===== src/rtl/full_sub_b_case_if.sv =====
// Operand/result bundle for full_sub_b_case.
// FULL_SUB_STICKY_BORROW_EN adds the sticky underflow pair.
interface full_sub_b_case_if #(parameter int WIDTH = 1);
  logic             in_valid;
  logic [WIDTH-1:0] a;
  logic [WIDTH-1:0] b;
  logic             borrow_in;
  logic [WIDTH-1:0] d;
  logic             borrow_out;
  logic             out_valid;
`ifdef FULL_SUB_STICKY_BORROW_EN
  logic             sticky_clr;
  logic             underflow_sticky;

  modport master (output in_valid, a, b, borrow_in, sticky_clr,
                  input  d, borrow_out, out_valid, underflow_sticky);
  modport slave  (input  in_valid, a, b, borrow_in, sticky_clr,
                  output d, borrow_out, out_valid, underflow_sticky);
`else
  modport master (output in_valid, a, b, borrow_in,
                  input  d, borrow_out, out_valid);
  modport slave  (input  in_valid, a, b, borrow_in,
                  output d, borrow_out, out_valid);
`endif
endinterface


===== src/rtl/full_sub_b_case.sv =====
// Registered ripple-borrow subtractor: {borrow_out,d} = a - b - borrow_in, 1-cycle latency.
// Optional FULL_SUB_STICKY_BORROW_EN adds a sticky underflow flag with clear.
module full_sub_b_case_slice (
  input  logic i_a,
  input  logic i_b,
  input  logic i_bin,
  output logic o_d,
  output logic o_bout
);
  always_comb begin
    o_d    = 1'b0;
    o_bout = 1'b0;
    case ({i_a, i_b, i_bin})
      3'b000: begin o_d = 1'b0; o_bout = 1'b0; end
      3'b001: begin o_d = 1'b1; o_bout = 1'b1; end
      3'b010: begin o_d = 1'b1; o_bout = 1'b1; end
      3'b011: begin o_d = 1'b0; o_bout = 1'b1; end
      3'b100: begin o_d = 1'b1; o_bout = 1'b0; end
      3'b101: begin o_d = 1'b0; o_bout = 1'b0; end
      3'b110: begin o_d = 1'b0; o_bout = 1'b0; end
      3'b111: begin o_d = 1'b1; o_bout = 1'b1; end
      default: begin o_d = 1'b0; o_bout = 1'b0; end
    endcase
  end
endmodule

module full_sub_b_case #(
  parameter int WIDTH = 1
) (
  input  logic          clk,
  input  logic          rst_n,
  full_sub_b_case_if.slave bus
);
  logic [WIDTH:0]   w_bin;
  logic [WIDTH-1:0] w_d;
  logic [WIDTH-1:0] r_d;
  logic             r_bout;
  logic             r_vld;

  assign w_bin[0] = bus.borrow_in;

  // Borrow ripples LSB->MSB; w_bin[WIDTH] is the full-width borrow out.
  genvar gi;
  generate
    for (gi = 0; gi < WIDTH; gi++) begin : g_slice
      full_sub_b_case_slice u_slice (
        .i_a    (bus.a[gi]),
        .i_b    (bus.b[gi]),
        .i_bin  (w_bin[gi]),
        .o_d    (w_d[gi]),
        .o_bout (w_bin[gi+1])
      );
    end
  endgenerate

  always_ff @(posedge clk) begin
    if (!rst_n) begin
      r_d    <= '0;
      r_bout <= 1'b0;
      r_vld  <= 1'b0;
    end else begin
      r_vld <= bus.in_valid;
      if (bus.in_valid) begin
        r_d    <= w_d;
        r_bout <= w_bin[WIDTH];
      end
    end
  end

  assign bus.d          = r_d;
  assign bus.borrow_out = r_bout;
  assign bus.out_valid  = r_vld;

`ifdef FULL_SUB_STICKY_BORROW_EN
  logic r_sticky;

  // A new underflow beats a same-cycle clear so no event is lost.
  always_ff @(posedge clk) begin
    if (!rst_n)
      r_sticky <= 1'b0;
    else if (bus.in_valid && w_bin[WIDTH])
      r_sticky <= 1'b1;
    else if (bus.sticky_clr)
      r_sticky <= 1'b0;
  end

  assign bus.underflow_sticky = r_sticky;
`endif
endmodule


===== src/flat_wrapper.sv =====
// flat-port wrapper written by rule: the top's interface ports become plain ports
module full_sub_b_case_flat 
#(
  parameter int WIDTH = 1
)
  (clk, rst_n, bus_in_valid, bus_a, bus_b, bus_borrow_in, bus_d, bus_borrow_out, bus_out_valid);
  full_sub_b_case_if #(.WIDTH(WIDTH)) bus_i ();
  input  logic clk;
  input  logic rst_n;
  input wire logic [$bits(bus_i.in_valid)-1:0] bus_in_valid;
  input wire logic [$bits(bus_i.a)-1:0] bus_a;
  input wire logic [$bits(bus_i.b)-1:0] bus_b;
  input wire logic [$bits(bus_i.borrow_in)-1:0] bus_borrow_in;
  output wire logic [$bits(bus_i.d)-1:0] bus_d;
  output wire logic [$bits(bus_i.borrow_out)-1:0] bus_borrow_out;
  output wire logic [$bits(bus_i.out_valid)-1:0] bus_out_valid;
  assign bus_i.in_valid = bus_in_valid;
  assign bus_i.a = bus_a;
  assign bus_i.b = bus_b;
  assign bus_i.borrow_in = bus_borrow_in;
  assign bus_d = bus_i.d;
  assign bus_borrow_out = bus_i.borrow_out;
  assign bus_out_valid = bus_i.out_valid;
  full_sub_b_case #(.WIDTH(WIDTH)) u_core (.clk(clk), .rst_n(rst_n), .bus(bus_i));
endmodule

===== config.mk =====
export PLATFORM = sky130hd
export DESIGN_NAME = full_sub_b_case_flat
export DESIGN_NICKNAME = d
export VERILOG_FILES = /design/src/rtl/full_sub_b_case_if.sv /design/src/rtl/full_sub_b_case.sv /design/src/flat_wrapper.sv
export SDC_FILE = /design/constraint.sdc
export NUM_CORES = 1
export LEC_CHECK = 0
export CORE_AREA = 8 8 45 47
export CTS_CLUSTER_SIZE = 24
export DETAILED_ROUTE_END_ITERATION = 12
export DIE_AREA = 0 0 53 55
export GPL_TIMING_DRIVEN = 0
export PLACE_DENSITY_LB_ADDON = 0.05
export SKIP_LAST_GASP = 1
export SLEW_MARGIN = 20
export SYNTH_ARGS = -nofsm -noshare
export SYNTH_HDL_FRONTEND = slang
export SYNTH_SLANG_ARGS = --single-unit

===== constraint.sdc =====
create_clock -name clk -period 0.8 [get_ports clk]
set_input_delay 0.12 -clock clk [delete_from_list [all_inputs] [get_ports clk]]
set_output_delay 0.12 -clock clk [all_outputs]
set_load 0.005 [all_outputs]

# [Yosys cells after proc, flatten, opt, wreduce, memory -nomap -nowiden]
# Memories as Yosys holds them, arrays and structs flattened. A register that Yosys moved wholly into a read port is not among the register bits.
# Index checks and enable logic that the tools add are counted.
[totals] ff_bits=1 romBits=16 input_bits=6 out_inout_bits=3 wordCells=3 memories=1
[memory_table] name="(no name shown)" words=8 width=2 rd=1 rd_clocked_by_memory_dff=1 write_ports=0 line="full_sub_b_case.sv:13" source="case ({i_a, i_b, i_bin})"
[classes] n_reduce_logical=1
[op_table] op="$logic_not A1 Y1" n=1

# [Longest topological paths before layout]
[depth] ltp_word=1 ltp_mapped=4 mapped_depth_nobuf=4

# [Cells and area by module]
# A second synthesis with hierarchy kept.
[hier_totals] hier_cells=15 area_unflattened_um2=155.1
[modules_own_cells] mod="full_sub_b_case" instances=1 cells_per_inst=8 area_per_inst_um2=100.1 seq_area_each_um2=60.1
[modules_own_cells] mod="full_sub_b_case_slice" instances=1 cells_per_inst=7 area_per_inst_um2=55.1 seq_area_each_um2=0.0

# [Worst setup path before layout]
# Ideal clock, no wire load.
[synth_path] path_type="input to register" start="input bus_borrow_in" end="register u_core.r_bout, in the netlist u_core.bus.borrow_out" setup_ns=0.117 t_arrival_ns=0.718 t_required_ns=0.683 path_slack_ns=-0.035 path_stages=3 n_path_buf=0 path_cell_list="ha_1 -> or2b_1 -> a32o_1"
[synth_rtl] item="from (decl)" line="flat_wrapper.sv:13" source="input wire logic [$bits(bus_i.borrow_in)-1:0] bus_borrow_in;"
[synth_rtl] item="to (decl)" line="full_sub_b_case.sv:37" source="logic r_bout;"

==> flow_summary.yaml <==
timing:
  finClkSkew_ps: 0
  fmax_ghz: 1.297
  slew_headroom_pct: 89.94
  tns_ps: 0
  max_slew.worst_pin.slew_ps: 149.3
  finalSetupViolCount: 0
  rsz0062_at_grt: "yes"
  hold_violations: 0
  finalCritPeriodShare_pct: 96.37
  fin_crit_ps: 771.0
  hold_ws_ps: 264.7
  maxSlewViolCount: 0
synth:
  synth_nets: 23
  yosys.area_share.adder_pct: 16.95
  synth_area_um2: 147.6
  synth_top_family_by_area: "simple AND/OR/NAND/NOR gates"
  synth_cell_types: 11
  synth.most_common_cell: "dfxtp_1"
  synth_area_leaders: "dfxtp_1, ha_1, a32o_1"
  syn_inst: 15
  synthArstFlopShare_pct: 0
  synth_top_area_share_pct: 40.68
  muxShareOfSynthArea_pct: 0
  yosys.area_share.simple_pct: 17.80
  ys_ff_latch: 3
  synth_common_cells: "dfxtp_1, ha_1, inv_1"
  synth_compound_gate_area_share_pct: 13.56
  synth_top_area_cell: "dfxtp_1"
  ys_seq_area_share_pct: 40.68
  synthXorXnorAreaFrac_pct: 5.932
  yosys_warnings: 0
  synth_top_flop_cell: "dfxtp_1"
  postSynthAreaPerCell_um2: 9.843
  synth_edf_count: 0
drt:
  route.met2.wl_um: 147
  avgRoutedWirePerCell_um: 9.256
  highest-signal-layer: "met4"
  firstDrtPassIters: 4
  avgViaCountPerCell: 3.488
  wl_met1_um: 176
  ant_nets: 0
  wl_um: 398
  drc_errors: 0
  drtIter0Drc: 3
  vias: 150
  wl_met3_um: 52
worst_setup_path:
  critPathCaptureType: "flop"
  crit_type: "in -> reg"
  worstPathMaxFanout: 2
  required_ps: 920
  startpoint_type: "input pin"
  arrival_ps: 890
die:
  dieArea_um2: 2915
  die_w_um: 53
  row_count: 14
  fp.dieH_um: 55
  initial_core_util_pct: 10.67
  core_area_um2: 1384
  io_pins: 9
cells_and_area:
  fillers: 165
  layout.nets: 36
  area.growth.synth_to_final_pct: 82.20
  final_area_um2: 269.0
  antenna_cells: 0
  drive_gt1_share_pct: 44.44
power_and_ir_drop:
  p_leak_uw: 0.0001222
  powerDensity_nw_per_um2: 1850
  comb_power_share_pct: 14.6
  intPower_uw: 391.3
  ir_drop_v: 0.0003820
  switching_share_pct: 21.37
  p_clk_share_pct: 52.1
  p_switching_uw: 106.3
  seq_power_share_pct: 33.4
cts:
  htreeDepth: 1
  clk_latency_ps: 230
  cts.sinks: 3
  cts_buffers: 3
  cts-root-buf: "clkbuf_4"
  path_clk_slew_ps: 40
  cts_tree: "built"
  cts_buffer_depth: 2
  cts_hold_buf: 0
flow_run:
  maxCapViolCount: 0
global_routing:
  grt_antenna_before_repair: 0
  track_usage_pct: 3.764
  grt_pass1_wl_um: 621
  grt_remaining_overflow: 0
  grt_pass1_vias: 166
  grt_max_degree: 5
placement:
  place.gp.congestion: 0.5557
  postPlaceCellArea_um2: 250.2
  portBuffers: 8
status:
  outcome: "completed"
worst_hold_path:
  hold_path.class: "in -> reg"
## kinds of logic after synthesis
logic type,after synthesis
xor gates and xnor gates,1
AOI/OAI and AO/OA,3
and+or+nand+nor,4
adders and majority gates,2
buffers and inverters,2
DFF,3
## state kept, by name, summed over array words and instances (netlist names)
name	cells
u_core.bus.d	1
u_core.bus.out_valid	1
u_core.bus.borrow_out	1
## routing by layer
layer	vias up	GRT usage (%)
met5	-	0
met4	0	9.052
met3	2	3.209
met2	13	3.516
met1	63	2.723
li1	72	-
## power groups by stage
stage	Sequential, µW	Combinational, µW	Clock (µW)
after detailed placement	167	86.6	0
final	166	72.5	259
after global routing	167	82.7	296
after global placement	167	87.3	0
after floorplan	169	28.3	0
after CTS	165	74.7	277
## placed cells by master, fill, tap and decap left out
cell and count:
buf_2 4, ha_4 1, a32o_1 1, ha_2 1
dfxtp_1 1, clkbuf_1 1, clkdlybuf4s15_2 1, and2_1 1
dlygate4sd2_1 3, or2b_1 1, a21oi_1 1, dfxtp_2 2
nor2b_1 1, xnor2_1 1, nand2b_1 1, o21ai_0 1
clkbuf_4 3, inv_1 2
## worst max-delay path: stages
cell             delay, ps
clkdlybuf4s15_2        190
ha_2                   150
or2b_1                 220
a32o_1                 210
## through the flow
stage / cells / power, µW / setup slack [ps] / utilization, %
after floorplan: 15 / 197.1 / 8.865 / -
after global placement: 39 / 254.4 / -532.1 / 18.08
after detailed placement: 39 / 253.9 / -533.1 / 18.08
after CTS: 43 / 515.9 / 3.496 / 19.26
after global routing: 43 / 545.9 / -3.851 / 19.44
final: 43 / 497.6 / 29.04 / 19.44
## cell type report
type | instances | area [µm²] | area share, %
clock buffer | 4 | 26.28 | 9.767
tap | 16 | 20.02 | 7.442
sequential | 3 | 62.56 | 23.26
timing repair buffer | 8 | 57.56 | 21.40
multi-input combinational | 10 | 95.09 | 35.35
inverter | 2 | 7.507 | 2.791
## final timing paths
kind	startpoint	end	slack, ps	cells after the start
setup / recovery	bus_b	u_core.bus.borrow_out$_SDFFE_PN0P_	30	4
setup reg to reg	u_core.bus.borrow_out$_SDFFE_PN0P_	u_core.bus.borrow_out$_SDFFE_PN0P_	80	2
hold / removal	bus_in_valid	u_core.bus.d$_SDFFE_PN0P_	260	2
hold reg to reg	u_core.bus.d$_SDFFE_PN0P_	u_core.bus.d$_SDFFE_PN0P_	510	2
## what timing repair did
item | CTS | global route
pin swaps | 3 | 1
resized for setup | 23 | 2
endpoints found under the setup margin | 5 | 3
setup buffers | 0 | 0
Note: power is estimated with default switching activity, not from simulation.
